[src/rtl/alu.svh]
// Op-code encodings for the combinational alu.
`ifndef ALU_SVH
`define ALU_SVH

`define ALU_ADD 3'b000
`define ALU_SUB 3'b001
`define ALU_AND 3'b010
`define ALU_OR  3'b011
`define ALU_XOR 3'b100
`define ALU_SLL 3'b101
`define ALU_SRL 3'b110

`endif

[src/rtl/alu_exec_pkg.sv]
// Shared types for the alu execute stage: the buffered result record and the
// occupancy encoding of the output buffer.
package alu_exec_pkg;

   localparam int OCC_W = 2;

   typedef enum logic [OCC_W-1:0] {
      OCC_EMPTY = 2'd0,
      OCC_ONE   = 2'd1,
      OCC_FULL  = 2'd2
   } occ_t;

   typedef struct packed {
      logic [31:0] z;
      logic [2:0]  op;
      logic        equal;
      logic        overflow;
      logic        zero;
   } alu_result_t;

endpackage

[src/rtl/alu.sv]
// Combinational 32-bit alu. Op code 3'b111 has no definition and yields z=0.
// The flags are computed for every op:
//   equal    - x equals y
//   overflow - signed overflow, meaningful only for ADD/SUB (0 otherwise)
//   zero     - z is all zeros
`include "alu.svh"

module alu (
   input  logic signed [31:0] x,
   input  logic signed [31:0] y,
   input  logic        [2:0]  op,
   output logic signed [31:0] z,
   output logic               equal,
   output logic               overflow,
   output logic               zero
);

   assign equal = (x == y);

   // Result and overflow selection by op code
   always_comb begin
      z        = '0;
      overflow = 1'b0;
      case (op)
         `ALU_ADD: begin
            z        = x + y;
            overflow = (x[31] == y[31]) && (z[31] != x[31]);
         end
         `ALU_SUB: begin
            z        = x - y;
            overflow = (x[31] != y[31]) && (z[31] != x[31]);
         end
         `ALU_AND: z = x & y;
         `ALU_OR:  z = x | y;
         `ALU_XOR: z = x ^ y;
         `ALU_SLL: z = x << y[4:0];
         `ALU_SRL: z = x >> y[4:0];
         default:  z = '0;
      endcase
      zero = (z == '0);
   end

endmodule

[src/rtl/alu_skid_buf.sv]
// Two-entry in-order result buffer. The head register drives the consumer
// directly; the tail register only fills when a push arrives while the head
// is still waiting. Callers must not push while FULL or pop while EMPTY.
module alu_skid_buf
   import alu_exec_pkg::*;
#(
   parameter int DEPTH = 2
) (
   input  logic        clk,
   input  logic        rst,
   input  logic        push,
   input  logic        pop,
   input  alu_result_t din,
   output alu_result_t head,
   output occ_t        occ
);

   if (DEPTH != 2) begin : g_bad_depth
      $error("alu_skid_buf: DEPTH must be 2");
   end

   alu_result_t head_p1;
   alu_result_t tail_p1;
   occ_t        occ_p1;

   // ---- stage p1: buffered results ----
   // Occupancy state machine; head/tail move with it so order is preserved
   always_ff @(posedge clk) begin
      if (rst) begin
         occ_p1  <= OCC_EMPTY;
         head_p1 <= '0;
         tail_p1 <= '0;
      end else begin
         case (occ_p1)
            OCC_EMPTY: begin
               if (push) begin
                  head_p1 <= din;
                  occ_p1  <= OCC_ONE;
               end
            end
            OCC_ONE: begin
               case ({push, pop})
                  2'b10: begin
                     tail_p1 <= din;
                     occ_p1  <= OCC_FULL;
                  end
                  2'b01: occ_p1 <= OCC_EMPTY;
                  2'b11: head_p1 <= din;
                  default: ;
               endcase
            end
            OCC_FULL: begin
               if (pop) begin
                  head_p1 <= tail_p1;
                  occ_p1  <= OCC_ONE;
               end
            end
            default: occ_p1 <= OCC_EMPTY;
         endcase
      end
   end

   assign head = head_p1;
   assign occ  = occ_p1;

endmodule

[src/rtl/alu_exec_stage.sv]
// Registered execute stage around the combinational alu. Requests are
// evaluated in the accept cycle and the result record is captured into a
// 2-entry buffer; outputs come from registers only, giving 1-cycle latency.
// Optional feature macro: ALU_EXEC_STICKY_EN (sticky overflow flag).
module alu_exec_stage
   import alu_exec_pkg::*;
#(
   parameter int DEPTH = 2,
   parameter int CNT_W = 16
) (
   input  logic               clk,
   input  logic               rst,
   input  logic               in_valid,
   output logic               in_ready,
   input  logic signed [31:0] in_x,
   input  logic signed [31:0] in_y,
   input  logic        [2:0]  in_op,
   output logic               out_valid,
   input  logic               out_ready,
   output logic        [31:0] out_z,
   output logic        [2:0]  out_op,
   output logic               out_equal,
   output logic               out_overflow,
   output logic               out_zero,
   input  logic               clr_sticky,
   output logic               sticky_ovf,
   output logic [CNT_W-1:0]   done_count
);

   // ---- stage p0: combinational evaluation of the accepted request ----
   logic signed [31:0] z_p0;
   logic               equal_p0;
   logic               overflow_p0;
   logic               zero_p0;
   alu_result_t        res_p0;
   logic               vld_p0;
   logic               pop_p1;
   alu_result_t        head_p1;
   occ_t               occ_p1;
   logic [CNT_W-1:0]   done_p1;

   alu u_alu (
      .x        (in_x),
      .y        (in_y),
      .op       (in_op),
      .z        (z_p0),
      .equal    (equal_p0),
      .overflow (overflow_p0),
      .zero     (zero_p0)
   );

   assign res_p0 = '{z: z_p0, op: in_op, equal: equal_p0,
                     overflow: overflow_p0, zero: zero_p0};

   // in_ready depends only on registered occupancy, never on out_ready
   assign in_ready  = (occ_p1 != OCC_FULL);
   assign out_valid = (occ_p1 != OCC_EMPTY);
   assign vld_p0    = in_valid && in_ready;
   assign pop_p1    = out_valid && out_ready;

   // ---- stage p1: result buffer and head outputs ----
   alu_skid_buf #(
      .DEPTH (DEPTH)
   ) u_buf (
      .clk  (clk),
      .rst  (rst),
      .push (vld_p0),
      .pop  (pop_p1),
      .din  (res_p0),
      .head (head_p1),
      .occ  (occ_p1)
   );

   assign out_z        = head_p1.z;
   assign out_op       = head_p1.op;
   assign out_equal    = head_p1.equal;
   assign out_overflow = head_p1.overflow;
   assign out_zero     = head_p1.zero;

   // Completed-operation counter, wraps naturally at 2^CNT_W
   always_ff @(posedge clk) begin
      if (rst)
         done_p1 <= '0;
      else if (pop_p1)
         done_p1 <= done_p1 + CNT_W'(1);
   end

   assign done_count = done_p1;

`ifdef ALU_EXEC_STICKY_EN
   logic sticky_p1;

   // Sticky overflow: an overflowing push beats a same-cycle clear
   always_ff @(posedge clk) begin
      if (rst)
         sticky_p1 <= 1'b0;
      else if (vld_p0 && overflow_p0)
         sticky_p1 <= 1'b1;
      else if (clr_sticky)
         sticky_p1 <= 1'b0;
   end

   assign sticky_ovf = sticky_p1;
`else
   logic unused_clr_sticky;

   assign unused_clr_sticky = clr_sticky;
   assign sticky_ovf        = 1'b0;
`endif

endmodule
[config.mk]
export PLATFORM = sky130hd
export DESIGN_NAME = alu_exec_stage
export DESIGN_NICKNAME = d
export VERILOG_FILES = /design/src/rtl/alu_exec_pkg.sv /design/src/rtl/alu.sv /design/src/rtl/alu_skid_buf.sv /design/src/rtl/alu_exec_stage.sv
export VERILOG_INCLUDE_DIRS = /design/src /design/src/rtl
export SDC_FILE = /design/constraint.sdc
export NUM_CORES = 1
export LEC_CHECK = 0
export ABC_CLOCK_PERIOD_IN_PS = 6800
export CORE_ASPECT_RATIO = 1.25
export CORE_MARGIN = 8
export CORE_UTILIZATION = 38
export DETAILED_ROUTE_END_ITERATION = 6
export PLACE_DENSITY = 0.66
export SYNTH_ARGS = -nofsm -noshare
export SYNTH_HDL_FRONTEND = slang
export SYNTH_SLANG_ARGS = --single-unit
[constraint.sdc]
create_clock -name clk -period 6.8 [get_ports clk]
set_clock_uncertainty 0.1 [all_clocks]
set_input_delay 2.04 -clock clk [delete_from_list [all_inputs] [get_ports clk]]
set_output_delay 2.04 -clock clk [all_outputs]
set_load 0.01 [all_outputs]
==> metrics.txt, run 1 <==
synthesized area per cell 7.36 µm²; routed len/inst about 27 µm; ANT nets after route 0; Power per Cell Area roughly 180 nW/µm²; max_slew headroom between 10 and 15%; Critical Path Fanout Max 6; first-pass GRT wire length 102,000 µm; unrepaired setup endpoints after global routing false; Clock transition at path regs 70 ps; DRC viols 0; switch share 44.9%; share of cells above drive strength 1 between 10% and 20%; sw power 0.00140 W; die height 233 µm; crit path launch type primary input; Leak Pwr 6.78 nW; max-slew violations 0; Die ar. between 40,000 and 50,000 µm²; # Post-CTS Setup Buffers 0; crit path from in_x[0]; crit path DAT roughly 6500 ps; RePlAce Congestion 1.01; largest net degree at the start of global routing 92; Logic pwr share 58.8%; max cap viols 0; r2r worst-path depth 7; Starting Density about two fifths; number of global-route vias before repair 15,649; Via Count approximately 16,000; CTS tree yes; TritonCTS Buffers 9; status finished clean; internal power ~0.0017 W; critical path endpoint u_buf.head[0]; Mapped Cells 1,944; count leader, synth nor2_1; EDFF count, synth 0; Routed WL 69,600 µm; Synth Warn # 0; number of port buffers 126; post-synth design cell area roughly 14,000 µm²; worst slew pin tran 1290 ps; io pins approximately 130; top-area cell type share of the netlist area 13.1%; dominant synthesized flop cell dfxtp_1; Initial DRC Count 1,672; VDD IR max 0.218 mV; clk buf depth 2; initial antenna violation count 0; gr usage total 30.4%; cells resized by post-CTS repair 0; Final TNS setup 0 ps; FF-to-FF Start u_buf.occ[0]; gr ovfl total 0; routed vias/inst 6.44; reg2reg end u_buf.head[35]; Power Total around 0.0031 W; diode count 0; CTS H-tree lvls 3; synth unique cells a little over 90; HPWL after DPL 55,700 µm; Final Util 45.6%; hold_ws approximately 350 ps; Fmax 157 MHz; Core Rows just under 80; chip width 190 µm; final setup violation count 0; Post-synth top cells nor2_1 (229), nand2_1 (202), a21oi_1 (159); top post-synthesis cells by area dfxtp_1 (13%), ha_1 (9.6%), mux4_2 (8.7%), nor2_1 (6.0%), a21oi_1 (5.6%); register area share after synthesis a little over an eighth; Layout Nets 2,249; clock power share ~17%; Worst-Skew Late Latency 340 ps; core area 37,200 µm²; critical path capture point type flip-flop; R2R setup slack 3690 ps; async set-reset flop share out of synthesis 0%; clock sinks 94; Tcrit/Tclk final a little over nine tenths; filler instances between 3,000 and 4,000; hold-fix buffers at CTS 0; sequential share of power 24.1%; Synth area leader dfxtp_1; HP Class reg -> reg; Final Hold Vio Count 0; Clock Tree Root clkbuf_16; worst path required time just under 7000 ps; Layout area overhead 18.4%; minimum clock period approximately 6400 ps; Syn Nets 2,128; Pre-antenna DRT Iters 5; #FFs+latches synth 94; critical path class in -> reg
[routing by layer]
metal | track usage [%] | vias to the layer above | share of wire [%] | wire length [µm]
li1 | - | 7448 | - | -
met1 | 37.6 | 7988 | 40 | 27700
met2 | 51.5 | 849 | 47 | 33100
met3 | 2.88 | 169 | 6.7 | 4660
met4 | 16.7 | 0 | 6.0 | 4210
met5 | 0 | - | 0 | 0
[final cells by class]
class                           instances  area (µm²)  share of cell area, %
Multi-Input combinational cell       1570       11300                   66.5
Clock buffer                            9         225                   1.33
Sequential cell                        94        1880                   11.1
Timing Repair Buffer                  279        2450                   14.5
Inverter                              111         417                   2.46
Tap cell                              486         608                   3.59
Clock inverter                          7        96.3                  0.569
[cells by family (layout without fill, tap and decap cells)]
family | after synthesis | count (layout) | share of synthesized area [%]
simple gates | 710 | 710 | 23.3
compound gates | 597 | 597 | 28.8
buf+inv | 280 | 406 | 8.36
mux | 130 | 130 | 15.2
fa+ha+maj | 112 | 112 | 9.89
flops | 94 | 94 | 13.1
xor+xnor | 20 | 20 | 1.22
other cells | 1 | 1 | 0.0262
[worst min path at each step]
stage                           start                 to  slack (ps)  cells after the start
floorplan            u_buf.tail_p1[0]   u_buf.tail_p1[0]         330                      2
global placement    u_buf.tail_p1[29]  u_buf.tail_p1[29]         340                      2
detailed placement     u_buf.head[11]     u_buf.head[11]         340                      2
CTS                    u_buf.head[11]     u_buf.head[11]         350                      2
global route           u_buf.head[15]     u_buf.head[15]         360                      2
finish                 u_buf.head[11]     u_buf.head[11]         350                      2
[power by group through the flow]
stage | Combinational [W] | Clock, W | Sequential (W)
2_1_floorplan | 0.00108 | 0 | 0.000786
3_3_place_gp | 0.00180 | 0 | 0.000763
3_5_place_dp | 0.00181 | 0 | 0.000767
4_1_cts | 0.00182 | 0.000546 | 0.000755
5_1_grt | 0.00200 | 0.000563 | 0.000770
6_report | 0.00184 | 0.000534 | 0.000754
[placed cells by master (no fill, tap or decap), drive strengths merged, types with 34 or more instances in the layout]
master and instances:
ha 110, a211oi 67, o21ai 92, o211ai 34
nor3 57, clkdlybuf4s50 120, nand3 42, inv 109
buf 159, mux4 64, a21oi 159, nor2 229
mux2i 35, dfxtp 94, nand2 203
[critical path: stages]
cell	delay (ps)
clkdlybuf4s50_1	520
inv_1	130
ha_1	170
inv_1	50
fa_1	420
nand2b_1	140
a2111oi_2	90
buf_4	170
o21a_1	230
o41ai_1	800
a21oi_1	350
a21o_1	260
a221oi_1	370
nand2_1	140
nor3_1	230
nand4_1	180
o32ai_2	240
[state kept, by name, summed over array words and instances (netlist names)]
| signal | count |
|---|---|
| u_buf.head | 38 |
| done_count | 16 |
| u_buf.occ | 2 |
| u_buf.tail_p1 | 38 |
[through the flow]
| step | instances | cell area [µm²] | setup slack (ps) |
|---|---|---|---|
| 3_3_place_gp | 2540 | 16600 | 190 |
| 3_5_place_dp | 2540 | 16600 | 164 |
| 5_1_grt | 2556 | 16900 | 174 |
| 4_1_cts | 2556 | 16900 | 520 |
| 2_1_floorplan | 1944 | 14300 | 868 |
| 6_report | 2556 | 16900 | 428 |
Note: power is estimated with default switching activity, not from simulation.
==> inputs of run 2 (changes only) <==
- SLEW_MARGIN: default -> 20
==> run 2 against run 1 <==
Global-route usage unchanged. Fmax up 0.28%. Via count about the same. Wire length down 0.12%. Highest routed layer unchanged.
==> metrics.txt, run 2 (synthesized netlist as in run 1, its figures left out) <==
status finished clean; critical path capture point type flip-flop; CTS tree yes; Starting Density 38.5%; crit path launch type primary input; GR peak layer met2; critical path endpoint u_buf.head[0]; cell family with most CP delay compound AO/OA/AOI/OAI gates; crit-path max cell delay 790 ps; number of port buffers about 130; number of global-route vias before repair 15,649; r2r worst-path depth 7; critical path class in -> reg; crit path from in_x[0]; hold wc startpoint u_buf.head[11]; chip width 190 µm; max-slew violations 0; clk buf depth 2; Routed WL between 60,000 and 70,000 µm; die height 233 µm; TritonCTS Buffers 9; core area 37,200 µm²; Crit path top cell by count inv_1; minimum clock period approximately 6400 ps; Final TNS setup 0 ps; VDD IR max 0.229 mV; unrepaired setup endpoints after global routing false; worst slew pin tran ~1300 ps; HP Class reg -> reg; footprint of the multi-input gates 11,300 µm²; hold-fix buffers at CTS 0; Core Rows 79; reg2reg end u_buf.head[35]; routed len/inst 27.2 µm; io pins 129; commonest non-fill, non-tap cell in the layout nor2_1; gr ovfl total 0; routing usage on met2 51.5%; max_slew headroom between 10 and 15%; Buf/Inv on CP 4; Power per Cell Area approximately 190 nW/µm²; met3 usage roughly 2.9%; largest net degree at the start of global routing 92; ANT nets after route 0; met1 Use GR 37.6%; cells resized by post-CTS repair 0; Leak Pwr 6.79 nW; Clock transition at path regs 70 ps; RePlAce Congestion 1.01; share of cells above drive strength 1 14.4%; R2R setup slack 3670 ps; final worst slack 446 ps; Reg area 1880 µm²; FF-to-FF Start u_buf.occ[0]; DRC viols 0; Power Total 0.00314 W; Clock Tree Root clkbuf_16; initial antenna violation count 0; Die ar. approximately 44,000 µm²; stages on the worst setup path 17; Final Util 45.7%; CTS H-tree lvls 3; clock sinks 94; max cap viols 0; cell area after layout approximately 17,000 µm²; final setup violation count 0; first-pass GRT wire length 102,000 µm; Place WS 164 ps; Pre-antenna DRT Iters 5; slowest CP cell o41ai_1; # Post-CTS Setup Buffers 0; commonest non-fill, non-tap cells in the layout nor2_1 (228), nand2_1 (202), a21oi_1 (159); Layout Nets 2,250; Layout area overhead 18.6%; Tcrit/Tclk final 93.4%; crit path DAT 6510 ps; Critical Path Fanout Max 6; Fmax 157 MHz; routed vias/inst 6.43; Via Count 16,439; Final Hold Vio Count 0; worst path required time 6950 ps; placed instance area 16,600 µm²; CP cell instances clkdlybuf4s50_1 > inv_1 > ha_1 > inv_1 > fa_1 > nand2b_1 > a2111oi_2 > buf_4 > o21a_1 > o41ai_1 > a21oi_1 > o2111a_1 > nor3_1 > o2111ai_1 > nor4_2 > nand4_1 > o32ai_2; diode count 0; HPWL after DPL 55,700 µm; Worst-Skew Late Latency approximately 340 ps; filler instances 3,799; Initial DRC Count between 1,500 and 2,000; gr usage total 30.4%
## run 2: cell count changes in the layout (fill, tap and decap cells not counted), sizes merged
cell  delta
buf      +1
## run 2: layer usage
metal  part of all wire (%)  routed length [µm]
met3                    6.5                4490
met2                     47               32800
met4                    6.2                4320
met1                     40               28000
met5                      0                   0
## run 2: report_power, final
group / total (W) / switching [W] / internal (W)
Sequential: 0.000754 / 0.0000705 / 0.000684
Combinational: 0.00185 / 0.00113 / 0.000728
Clock: 0.000534 / 0.000212 / 0.000322
Total: 0.00314 / 0.00141 / 0.00173
## run 2: cell type report
class / instances / area share, %
flip-flops and latches: 94 / 11.1
repair buffers: 280 / 14.6
multi-input cells: 1570 / 66.4
inverters: 111 / 2.45
clock buffers: 9 / 1.33
well taps: 486 / 3.58
clock inverters: 7 / 0.567
## run 2: worst min-delay path by stage
stage          cells past startpoint  slack (ps)           endpoint
2_1_floorplan                      2         330   u_buf.tail_p1[0]
4_1_cts                            2         350     u_buf.head[11]
3_5_place_dp                       2         340     u_buf.head[11]
5_1_grt                            2         360     u_buf.head[15]
6_report                           2         350     u_buf.head[11]
3_3_place_gp                       2         340  u_buf.tail_p1[29]
## run 2: tightest hold or removal path, delay by kind of cell, from the launching register on
| kind | cells | cell delay (ps) |
|---|---|---|
| flops | 1 | 310 |
| compound gates | 1 | 50 |
| simple gates | 1 | 50 |
## run 2: per-stage QoR
step           cells  hold slack (ps)
6_report        2557              348
5_1_grt         2557              363
4_1_cts         2556              352
3_5_place_dp    2540              345
3_3_place_gp    2540              341
2_1_floorplan   1944              335
==> edit 1 (flow settings as in run 2) <==
`CNT_W`: 16 -> 32.
--- a/src/rtl/alu_exec_stage.sv
+++ b/src/rtl/alu_exec_stage.sv
@@ -6,7 +6,7 @@
    import alu_exec_pkg::*;
 #(
    parameter int DEPTH = 2,
-   parameter int CNT_W = 16
+   parameter int CNT_W = 32
 ) (
    input  logic               clk,
    input  logic               rst,
Ports: changed (resized done_count); port bits go from 129 to 145. The function was not compared with the original's and may differ.
==> edit 1 against run 2 <==
  * Sequential power grew 12%
  * Cell area grew 0.10%
  * Register-to-register slack lost 170 ps
  * Clock power shrank 5.4%
  * Largest cell class unchanged
  * Hold slack gained 5.4 ps
  * Area after synthesis shrank 0.13%
  * Die area shrank 0.12%
  * Worst setup slack gained 320 ps
  * Routed wire length shrank 3.8%
  * Via count is essentially flat
  * Sequential cell count grew 16
  * Total power grew 0.42%
==> edit 1: results (changes against run 2) <==
The source of the worst hold timing path is u_buf.head[31] (was u_buf.head[11]). The run finished with clean final reports. Cells taking the most area after synthesis: dfxtp_1 15%, ha_1 9.6%, nor2_1 5.6% (was dfxtp_1 13%, ha_1 9.6%, mux4_2 8.7%). The count of multi-input gates was 1578 (was 1570); the via-per-instance ratio was 6.38 (was 6.43). The count of inverters other than clock inverters in the layout works out to 109 (was 111).

The count of input and output buffers was 142 (was 126). The worst voltage drop across the vdd grid was 0.159 mV (was 0.229 mV); the number of DRC markers after the initial detailed-route iteration was 1771 (was 1648). For the worst reg-to-reg setup slack, the log shows 3500 ps (was 3670 ps). The tools report the part of the Yosys area used for sequential elements as 15.4% (was 13.1%). For the count of clock-net buffers in the final layout, the log shows 12 (was 9). The tools report the arrival time of data at the critical path endpoint as 6220 ps (was 6510 ps). The via count of the first global-routing pass came out at 15681 (was 15649). The logs give 6 (was 5) for the number of detailed-routing iterations run before antenna repair and 1.03 (was 1.01) for the final weighted congestion in routability-driven placement.

The delay of the slowest cell on the worst path is 650 ps (was 790 ps). The net count after synthesis was 2127 (was 2128); the clock net sink count was 110 (was 94). Most used standard cells in the synthesized netlist: 214 x nor2_1, 190 x nand2_1, 153 x a21oi_1 (was 229 x nor2_1, 202 x nand2_1, 159 x a21oi_1). Wire length of the first global-routing pass: 99.9 mm (was 102 mm). Worst min-delay path endpoint: u_buf.head[31] (was u_buf.head[11]). Master of the slowest instance on the critical path: ha_1 (was o41ai_1).

The filler cell count was 3843 (was 3799). The run gives 53.3 mm (was 55.7 mm) as the half-perimeter wire length after placement. The antenna diode count was 1 (was 0).
-- edit 1: kinds of logic (layout without fill, tap and decap cells) --
| logic type | after synthesis | in the layout | synth area share (%) |
|---|---|---|---|
| adder cells (fa/ha/maj) | 112 | 112 | 9.91 |
| AND/OR/NAND/NOR | 679 | 679 | 22.5 |
| other | 1 | 2 | 0.0262 |
| XOR/XNOR | 38 | 38 | 2.33 |
| AO/OA/AOI/OAI | 604 | 604 | 29.0 |
| multiplexers | 144 | 144 | 13.4 |
| flip-flops | 110 | 110 | 15.4 |
| buffers and inverters | 255 | 403 | 7.46 |
-- edit 1: metrics by stage --
stage | hold WS (ps) | std cells | area [um^2]
floorplan | 336 | 1943 | 14300
global placement | 340 | 2559 | 16700
global route | 372 | 2577 | 17000
finish | 354 | 2578 | 17000
detailed placement | 346 | 2559 | 16700
CTS | 355 | 2575 | 17000
-- edit 1: how the worst max path moves through the flow --
stage | from | endpoint | slack (ps)
CTS | in_y[14] | u_buf.head[0] | 820
finish | in_y[14] | u_buf.head[0] | 770
global placement | in_y[14] | u_buf.head[0] | 460
floorplan | in_y[2] | u_buf.head[0] | 710
detailed placement | in_y[14] | u_buf.head[0] | 470
global route | in_x[0] | u_buf.tail_p1[0] | 560
-- edit 1: metal layers --
layer  track usage [%]  part of all wire [%]  vias up  wire (um)
met3              3.68                   7.6      190       5070
li1                  -                     -     7490          -
met4              16.9                   6.7        0       4460
met2              48.5                    46      880      31000
met1              36.2                    39     7882      26400
met5                 0                     0        -          0
-- edit 1: power by group through the flow --
stage	combinational [mW]	clock, mW	sequential [mW]
floorplan	1.04	0	0.883
detailed placement	1.77	0	0.860
CTS	1.78	0.515	0.846
finish	1.80	0.505	0.845
global route	1.96	0.545	0.862
global placement	1.76	0	0.855
==> edit 2 (settings of run 2) <==
Made on the original files. Encoding of `occ_t`: now one-hot (3 bits for 3 values).
--- a/src/rtl/alu_exec_pkg.sv
+++ b/src/rtl/alu_exec_pkg.sv
@@ -4,10 +4,10 @@
 
    localparam int OCC_W = 2;
 
-   typedef enum logic [OCC_W-1:0] {
-      OCC_EMPTY = 2'd0,
-      OCC_ONE   = 2'd1,
-      OCC_FULL  = 2'd2
+   typedef enum logic [2:0] {
+      OCC_EMPTY = 3'b001,
+      OCC_ONE   = 3'b010,
+      OCC_FULL  = 3'b100
    } occ_t;
 
    typedef struct packed {
Function: no difference found for any inputs over 4 cycles, from zero or initial values and one cycle with rst high; so few cycles prove little.
==> edit 2 against run 2 <==
  * The flow now finishes with violations (design-rule violations)
  * Total power decreased by 26%
  * Utilization increased by 0.053 points
  * Die area decreased by 3.6%
  * Largest cell class unchanged
  * Synthesized cell count decreased by 0.77%
  * Sequential cell count increased by 1
  * Area after synthesis decreased by 3.9%
  * Count of clock-buffer cells in the layout unchanged
  * Cell area decreased by 3.0%
  * Routed wire length decreased by 5.4%
  * Worst setup slack improved by 3.7 ps
  * First-iteration DRC count increased by 12%
==> edit 2: results (changes against run 2) <==
The leakage power of the design was 6.70 nW (was 6.79 nW); the delay of the slowest cell on the worst path was 530 ps (was 790 ps). The final reports fail on design-rule violations. The net count after synthesis is 2109 (was 2128).

Reg-to-reg critical path startpoint: u_buf.occ[1] (was u_buf.occ[0]). The unique cell type count in the Yosys netlist is 93 (was 92), and the half-perimeter wire length after placement is 52.3 mm (was 55.7 mm). The worst max-slew margin expressed relative to the limit was 14.4% (was 14.9%); the worst voltage drop across the vdd grid was 0.113 mV (was 0.229 mV). The run gives 11 (was 0) as the count of unresolved DRC violations after routing. Master of the slowest instance on the critical path: clkdlybuf4s50_1 (was o41ai_1). Most used standard cells in the synthesized netlist: 254 x nor2_1, 172 x nand2_1, 161 x a21oi_1 (was 229 x nor2_1, 202 x nand2_1, 159 x a21oi_1). The largest net degree at the start of global routing was 75 (was 92); the number of DRC markers after the initial detailed-route iteration was 1847 (was 1648).

The tools report the number of detailed-routing iterations run before antenna repair as 7 (was 5). The total wire length was 65.8 mm (was 69.6 mm); the via count of the first global-routing pass was 15508 (was 15649). The adder and majority gate portion of the synthesized area works out to 9.93% (was 9.89%).

Maximum fanout count along the critical path: 9 (was 6). The worst reg-to-reg setup slack came out at 4290 ps (was 3670 ps). Multiplexer fraction of the synthesized cell area: 13.5% (was 15.2%).

Origin of the worst setup path: in_x[8] (was in_x[0]). The fraction of layout cells with a size suffix above 1 came out at 13.3% (was 14.4%). The flow ran to the end, but the final reports show violations.

The via-per-instance ratio is 6.39 (was 6.43). The xor and xnor area share after synthesis works out to 1.65% (was 1.22%). Cells taking the most area after synthesis: dfxtp_1 14%, ha_1 9.6%, nor2_1 6.9% (was dfxtp_1 13%, ha_1 9.6%, mux4_2 8.7%).
-- edit 2: cell count changes in the layout (fill, tap and decap cells not counted), sizes merged, moves of 11 or more --
| cell | run 2 | this run |
|---|---|---|
| mux2i | 35 | 72 |
| nor2 | 229 | 254 |
| mux4 | 64 | 35 |
| nand2 | 203 | 172 |
| a21o | 23 | 12 |
| o22ai | 6 | 24 |
| a2111oi | 17 | 6 |
| a211oi | 67 | 56 |
-- edit 2: metrics by stage --
stage               power [mW]  hold WS [ps]  std cells  area, um^2  worst slack, ps
floorplan                 1.30           337       1929       13800              354
global placement          1.79           342       2529       16200              164
detailed placement        1.79           347       2529       16200              133
CTS                       2.30           356       2544       16500              492
global route              2.44           388       2545       16500              207
finish                    2.33           358       2545       16500              450
-- edit 2: worst max-delay path: cells and delay by family --
family | cells | cell delay [ps]
and+or+nand+nor | 7 | 1990
buffers and inverters | 4 | 960
AOI/OAI and AO/OA | 4 | 1060
adders and majority gates | 1 | 450
-- edit 2: power breakdown --
group	internal, mW	switching [mW]	total (mW)
sequential	0.579	0.0140	0.593
clock	0.286	0.216	0.502
combinational	0.471	0.761	1.23
total	1.34	0.991	2.33
-- edit 2: routing by layer --
layer  part of all wire (%)  vias up  track usage [%]
li1                       -     7378                -
met1                     38     7724             35.9
met2                     46      949             48.7
met3                    8.3      217             4.50
met4                    7.3        0             18.7
met5                      0        -                0
-- edit 2: cells by family after synthesis --
group | after synthesis
multiplexers | 138
XOR/XNOR | 26
flip-flops | 95
AND/OR/NAND/NOR | 700
buffers and inverters | 261
AO/OA/AOI/OAI | 600
other | 1
adder cells (fa/ha/maj) | 108
-- edit 2: how the worst max path moves through the flow --
stage,endpoint,cells after the start,slack (ps)
CTS,u_buf.tail_p1[0],16,490
global route,u_buf.tail_p1[0],16,210
global placement,u_buf.tail_p1[0],16,160
finish,u_buf.tail_p1[0],16,450
floorplan,u_buf.tail_p1[0],17,350
detailed placement,u_buf.tail_p1[0],16,130
-- edit 2: layout make-up --
class                   count  area share [%]
clock buffers               9            1.37
clock inverters             6           0.418
flip-flops and latches     95            11.5
repair buffers            279            14.6
well taps                 480            3.65
diodes                      1          0.0152
inverters                 102            2.32
multi-input cells        1573            66.1
